[config.mk]
export PLATFORM = sky130hd
export DESIGN_NAME = piso_tx
export DESIGN_NICKNAME = d
export VERILOG_FILES = /design/src/rtl/piso_tx.sv
export SDC_FILE = /design/constraint.sdc
export NUM_CORES = 1
export LEC_CHECK = 0
export CAP_MARGIN = 30
export CORE_MARGIN = 2
export CORE_UTILIZATION = 52
export DETAILED_ROUTE_END_ITERATION = 12
export HOLD_SLACK_MARGIN = 0.05
export PLACE_DENSITY = 0.84
export SETUP_SLACK_MARGIN = 0.02
export SLEW_MARGIN = 30
export SYNTH_ARGS = -nofsm -noshare
export SYNTH_HDL_FRONTEND = slang
export SYNTH_SLANG_ARGS = --single-unit
[constraint.sdc]
create_clock -name clk -period 2.4 [get_ports clk]
set_input_delay 0.24 -clock clk [delete_from_list [all_inputs] [get_ports clk]]
set_output_delay 0.24 -clock clk [all_outputs]
set_load 0.05 [all_outputs]
[src/rtl/piso_tx.sv]
// -----------------------------------------------------------------------------
// piso_tx: parallel-in, serial-out frame transmitter.
//
// Takes a WIDTH-bit word over a valid/ready handshake and shifts it out on a
// single line as: start bit (0), data bits, optional even-parity bit, stop
// bit (1). Every bit is held for CLKS_PER_BIT clocks. The line idles high.
//
// Ports:
//   clk       in   system clock, rising edge
//   rst_n     in   synchronous reset, active low
//   in_data   in   word to transmit, sampled only on handshake
//   in_valid  in   producer has a word on in_data
//   in_ready  out  transmitter can accept a word this cycle (registered)
//   out       out  serial line (registered)
//   busy      out  frame in progress (registered)
//   done      out  one-cycle pulse when a frame's stop bit completes
// -----------------------------------------------------------------------------
module piso_tx #(
    parameter int WIDTH        = 8,
    parameter int CLKS_PER_BIT = 1,
    parameter int LSB_FIRST    = 1,
    parameter int PARITY_EN    = 1
) (
    input  logic             clk,
    input  logic             rst_n,
    input  logic [WIDTH-1:0] in_data,
    input  logic             in_valid,
    output logic             in_ready,
    output logic             out,
    output logic             busy,
    output logic             done
);

    localparam int BW = $clog2(WIDTH);
    localparam int CW = $clog2(CLKS_PER_BIT + 1);

    localparam logic [BW-1:0] LAST_BIT  = BW'(WIDTH - 1);
    localparam logic [CW-1:0] BAUD_LAST = CW'(CLKS_PER_BIT - 1);

    typedef enum logic [2:0] {
        ST_IDLE   = 3'd0,
        ST_START  = 3'd1,
        ST_DATA   = 3'd2,
        ST_PARITY = 3'd3,
        ST_STOP   = 3'd4
    } state_e;

    // Even parity: 1 when the word holds an odd number of ones.
    function automatic logic even_parity(input logic [WIDTH-1:0] word);
        return ^word;
    endfunction

    state_e           state_q, state_d;
    logic [WIDTH-1:0] shreg_q, shreg_d;
    logic [BW-1:0]    bit_cnt_q, bit_cnt_d;
    logic [CW-1:0]    baud_cnt_q, baud_cnt_d;
    logic             parity_q, parity_d;
    logic             out_q, out_d;
    logic             in_ready_q, in_ready_d;
    logic             busy_q, busy_d;
    logic             done_q, done_d;

    logic             bit_end_s;
    logic             next_bit_s;
    logic [WIDTH-1:0] shifted_s;

    // Bit-order helpers: the bit to drive next is always at the shift-out end,
    // and shifting discards it so the following bit moves into place.
    always_comb begin
        bit_end_s = (baud_cnt_q == BAUD_LAST);
        if (LSB_FIRST != 0) begin
            next_bit_s = shreg_q[0];
            shifted_s  = {1'b0, shreg_q[WIDTH-1:1]};
        end else begin
            next_bit_s = shreg_q[WIDTH-1];
            shifted_s  = {shreg_q[WIDTH-2:0], 1'b0};
        end
    end

    // Next-state and output logic for the frame sequencer.
    always_comb begin
        state_d    = state_q;
        shreg_d    = shreg_q;
        bit_cnt_d  = bit_cnt_q;
        parity_d   = parity_q;
        out_d      = out_q;
        in_ready_d = in_ready_q;
        busy_d     = busy_q;
        done_d     = 1'b0;
        // Baud counter runs 0..CLKS_PER_BIT-1 and reloads on each bit boundary.
        if (bit_end_s) begin
            baud_cnt_d = '0;
        end else begin
            baud_cnt_d = baud_cnt_q + CW'(1);
        end

        case (state_q)
            ST_IDLE: begin
                baud_cnt_d = '0;
                if (in_valid && in_ready_q) begin
                    shreg_d    = in_data;
                    parity_d   = even_parity(in_data);
                    out_d      = 1'b0;
                    in_ready_d = 1'b0;
                    busy_d     = 1'b1;
                    state_d    = ST_START;
                end else begin
                    out_d      = 1'b1;
                    in_ready_d = 1'b1;
                    busy_d     = 1'b0;
                end
            end
            ST_START: begin
                if (bit_end_s) begin
                    out_d     = next_bit_s;
                    shreg_d   = shifted_s;
                    bit_cnt_d = '0;
                    state_d   = ST_DATA;
                end else begin
                    state_d = ST_START;
                end
            end
            ST_DATA: begin
                if (bit_end_s) begin
                    if (bit_cnt_q == LAST_BIT) begin
                        if (PARITY_EN != 0) begin
                            out_d   = parity_q;
                            state_d = ST_PARITY;
                        end else begin
                            out_d   = 1'b1;
                            state_d = ST_STOP;
                        end
                    end else begin
                        out_d     = next_bit_s;
                        shreg_d   = shifted_s;
                        bit_cnt_d = bit_cnt_q + BW'(1);
                    end
                end else begin
                    state_d = ST_DATA;
                end
            end
            ST_PARITY: begin
                if (bit_end_s) begin
                    out_d   = 1'b1;
                    state_d = ST_STOP;
                end else begin
                    state_d = ST_PARITY;
                end
            end
            ST_STOP: begin
                if (bit_end_s) begin
                    out_d      = 1'b1;
                    in_ready_d = 1'b1;
                    busy_d     = 1'b0;
                    done_d     = 1'b1;
                    state_d    = ST_IDLE;
                end else begin
                    state_d = ST_STOP;
                end
            end
            default: begin
                out_d      = 1'b1;
                in_ready_d = 1'b1;
                busy_d     = 1'b0;
                baud_cnt_d = '0;
                state_d    = ST_IDLE;
            end
        endcase
    end

    // State and output registers; reset aborts any frame in progress.
    always_ff @(posedge clk) begin
        if (!rst_n) begin
            state_q    <= ST_IDLE;
            shreg_q    <= '0;
            bit_cnt_q  <= '0;
            baud_cnt_q <= '0;
            parity_q   <= 1'b0;
            out_q      <= 1'b1;
            in_ready_q <= 1'b1;
            busy_q     <= 1'b0;
            done_q     <= 1'b0;
        end else begin
            state_q    <= state_d;
            shreg_q    <= shreg_d;
            bit_cnt_q  <= bit_cnt_d;
            baud_cnt_q <= baud_cnt_d;
            parity_q   <= parity_d;
            out_q      <= out_d;
            in_ready_q <= in_ready_d;
            busy_q     <= busy_d;
            done_q     <= done_d;
        end
    end

    assign out      = out_q;
    assign in_ready = in_ready_q;
    assign busy     = busy_q;
    assign done     = done_q;

endmodule
## Word level (Yosys, flattened, before mapping)

Index checks and enable logic that the tools add are counted.

| storage, ports and cells | value |
|---|---|
| memories | 0 |
| logic and storage cells | 67 |
| bits in latches | 0 |
| register bits | 20 |
| RAM bits | 0 |
| memory bits (read-only) | 0 |

| cells by class | value |
|---|---|
| add/sub/neg operators | 2 |
| shift operators | 0 |
| magnitude comparators | 0 |
| equal/unequal tests | 12 |
| reduce and logical (&&, ||, !) cells | 16 |
| div/mod/pow operators | 0 |
| multiplexer cells | 27 |
| multiply operators | 0 |
| bitwise logic cells | 1 |

Operators with widths:

| kind | number |
|---|---|
| 8-bit two-way mux | 4 |
| 3-bit two-way mux | 8 |
| 8-bit case mux with 3 select lines | 1 |
| 3-bit case mux with 5 select lines | 1 |
| 2-bit inequality test (second input constant) | 6 |
| 1-bit two-way mux | 8 |
| 2-bit AND reduction | 4 |
| 8-bit parity | 1 |
| 3-bit by 2-bit == test with 1-bit output (second input constant) | 2 |
| 3-bit == test (second input constant) | 2 |
| 1-bit case mux with 3 select lines | 2 |
| 3-bit case mux with 2 select lines | 1 |
| 3-bit AND reduction | 2 |
| 5-bit AND reduction | 1 |
| 1-bit case mux with 4 select lines | 1 |
| 4-bit AND reduction | 1 |
| 4-bit OR reduction | 1 |
| 3-bit by 1-bit adder with 3-bit output (second input constant) | 1 |
| 3-bit by 1-bit == test with 1-bit output (second input constant) | 1 |
| 3-bit logical NOT | 1 |
| 3-bit inequality test (second input constant) | 1 |
| 3-bit nonzero test | 1 |
| 3-bit OR reduction | 1 |
| 2-bit two-way mux | 1 |
| 5 further kinds | 5 |

## Logic depth before layout (Yosys ltp)

| depth | value |
|---|---|
| word-level depth | 4 |
| depth in mapped cells | 7 |
| depth with buffers taken out | 6 |

## Worst setup path after synthesis

Ideal clock, no wire load.

| timing path | value |
|---|---|
| kind | reg-to-reg |
| start point | reg bit_cnt_q[0] |
| end point | reg shreg_q[1] |
| arrival | 1.815 ns |
| path buffers | 1 |
| data required time | 2.312 ns |
| cell stages (with the launch flop) | 8 |
| library setup time | 0.088 ns |
| setup slack | 0.497 ns |
| cells stage by stage | dfxtp_1 > ha_1 > ha_1 > or3_4 > a221oi_4 > buf_6 > nor2_1 > a311oi_2 |

| between the ends | value |
|---|---|
| longest elaborated chain between the ends | 3 |

Ends and longest elaborated chain:

| what | RTL line | source |
|---|---|---|
| start, declared | 55 | `logic [BW-1:0] bit_cnt_q, bit_cnt_d;` |
| start signal, assigned | 186 | `bit_cnt_q <= bit_cnt_d;` |
| 3-bit == test | 125 | `if (bit_cnt_q == LAST_BIT) begin` |
| 2-bit inequality test (no line) | -- |  |
| 5-bit AND reduction (no line) | -- |  |
| end signal, assigned | 185 | `shreg_q <= shreg_d;` |
| end, declared | 54 | `logic [WIDTH-1:0] shreg_q, shreg_d;` |

No other way between the ends.
A chain may end at the register's enable or synchronous reset.

## Worst setup path after layout

Same ends and word-level chain as after synthesis.

==> impl_metrics.json <==
{
  "status": "finished clean",
  "synth.distinct_cells": 38,
  "post-route-period-util_pct": 83.13,
  "hold_depth": 2,
  "highest_layer": "met4",
  "drv_cap": 0,
  "start_kind": "flip-flop",
  "finalHoldViolations": 0,
  "m1WireLength_microns": 976,
  "htreeDepth": 1,
  "die_y_microns": 49.09,
  "drc": 0,
  "dp.cells": 155,
  "synth_edf_count": 0,
  "wl_per_cell_microns": 13.38,
  "r2r.worst_path.cells": 7,
  "fin_ws_ps": 404.9,
  "final_nets": 146,
  "layout_common_cells": "dfxtp_1, clkdlybuf4s50_1, nand2_1",
  "pwr_density_cell_nw_per_um2": 693.1,
  "crit_buf_inv": 1,
  "drt_pre_antenna_iters": 4,
  "antenna_found_initial": 0,
  "place_area_sq_um": 1202,
  "crit_fanout": 16,
  "path_delay_family": "compound AO/OA/AOI/OAI gates",
  "vias": 906,
  "wl_microns": 2127,
  "rsz0062_at_grt": "false",
  "worstPathRequired_ps": 2630,
  "core-area_sq_um": 1942,
  "numClockSinks": 20,
  "clk_pin_slew_ps": 110,
  "grt_pass1_wl_microns": 3498,
  "crit_chain": "ha_1 > ha_1 > or3_4 > a221oi_4 > buf_4 > nor2_1 > a311oi_2",
  "cp.depth": 7,
  "period_minus_slack_ps": 1995,
  "ant_nets": 0,
  "hpwl_microns": 1473,
  "cts_hold_buf": 0,
  "synth_flop_cell": "dfxtp_1",
  "start_util_pct": 54.45,
  "ys_seq_area_share_pct": 37.87,
  "synthTopCellsByArea": "dfxtp_1, xnor2_1, o21ai_0",
  "clk_latency_ps": 310,
  "rows": 16,
  "first_global_vias": 849,
  "synth_area_sq_um": 1057,
  "final_area_sq_um": 1239,
  "dp_slack_ps": 426.0,
  "vias_per_cell": 5.698,
  "slew_viol_final": 0,
  "setup_tns_ps": 0,
  "finalClockSkew_ps": 1.889,
  "cpPeakStageDelay_ps": 350,
  "ys_warn_count": 0,
  "finalSetupViolCount": 0,
  "antenna_cells": 0,
  "grt_max_degree": 23,
  "numCtsBuffers": 3,
  "ir_worst_vdd_mv": 0.4809,
  "root_buffer": "clkbuf_4",
  "cts_tree": "built",
  "wl_met3_microns": 94,
  "async_reset_ff_share_pct": 0,
  "synth_top_area_share_pct": 37.87,
  "drt_iter0_markers": 10,
  "final_common_cell": "dfxtp_1",
  "tightest_slew_ps": 761.4,
  "slew_headroom_pct": 49.17,
  "synthCells": 120,
  "yosysTopAreaCell": "dfxtp_1",
  "clockBufferDepth": 2,
  "die-area_sq_um": 2410,
  "synth_seq_cells": 20,
  "gr-total-overflow": 0,
  "cp.arrival_ps": 2230,
  "max_freq_mhz": 501.2,
  "track_usage_pct": 18.69,
  "cp-end-kind": "flip-flop",
  "avgSynthCellArea_sq_um": 8.811,
  "drive_gt1_share_pct": 9.091,
  "fillers": 171,
  "post_cts_resized": 0,
  "gp_congestion": 0.7840,
  "syn-num-nets": 133,
  "crit_path_top_delay_cell": "or3_4",
  "ios": 15,
  "min_path_type": "reg -> reg",
  "cts_setup_buffers": 0,
  "syn_to_final_growth_pct": 17.16,
  "wl_met2_microns": 1017,
  "crit_type": "reg -> reg",
  "layout.cells.non_filler": 159,
  "cp_common_cell": "ha_1",
  "p_leak_nw": 0.4434,
  "die-width_microns": 49.09,
  "portBuffers": 14
}
==> Yosys cell counts (all sizes together), types with 3 or more instances <==
cell    count
dfxtp      20
nand2      13
nor2       11
o21ai      11
xnor2       9
a21oi       8
a311oi      7
buf         4
clkbuf      3
==> flip-flops by register name (all words and copies together) (netlist names) <==
signal      cells
baud_cnt_q      1
bit_cnt_q       3
busy            1
done            1
in_ready        1
out             1
parity_q        1
shreg_q         8
state_q         3
==> metrics by stage <==
| step | hold slack [ps] | util [%] | total power [W] |
|---|---|---|---|
| finish | 477.2 | 63.79 | 0.0008586 |
| global route | 497.7 | 63.79 | 0.0008980 |
| CTS | 480.0 | 63.79 | 0.0008586 |
| detailed placement | 464.5 | 61.92 | 0.0006604 |
| global placement | 447.6 | 61.92 | 0.0006485 |
| floorplan | 301.9 | - | 0.0005978 |
==> worst register-to-register path, stage by stage, from the launching register on <==
cell and delay [ps]:
dfxtp_1 340, ha_1 200, ha_1 220, or3_4 350, a221oi_4 240, buf_4 250
nor2_1 80, a311oi_2 230
==> per-layer routing <==
metal	track usage, %	vias to the layer above
met4	7.143	0
met3	4.908	5
met5	0	-
met1	19.65	422
met2	34.91	20
li1	-	459
==> worst paths after layout <==
path	endpoint	slack, ps	from
hold reg to reg	bit_cnt_q[1]	480	bit_cnt_q[1]
setup reg to reg	shreg_q[1]	400	bit_cnt_q[0]
setup / recovery	shreg_q[1]	400	bit_cnt_q[0]
hold / removal	bit_cnt_q[1]	480	bit_cnt_q[1]
==> logic make-up after synthesis <==
kind of cell	share of synthesized area (%)
buffers and inverters	4.142
AO/OA/AOI/OAI	24.62
other	0.3547
flip-flops	37.87
AND/OR/NAND/NOR	20.24
adder cells (fa/ha/maj)	2.366
XOR/XNOR	8.285
multiplexers	2.130
==> power breakdown <==
part	switching, W	internal (W)
clock	0.000111	0.0000929
combinational	0.000135	0.000113
sequential	0.0000363	0.000370
total	0.000282	0.000577
==> final cells by class <==
cell class	instances	area [sq um]	area share, %
multi-input cells	91	613.1	49.49
flip-flops and latches	20	400.4	32.32
repair buffers	15	147.6	11.92
well taps	27	33.78	2.727
clock buffers	4	36.28	2.929
inverters	2	7.507	0.6061
Power figures use the tool's default switching activity.
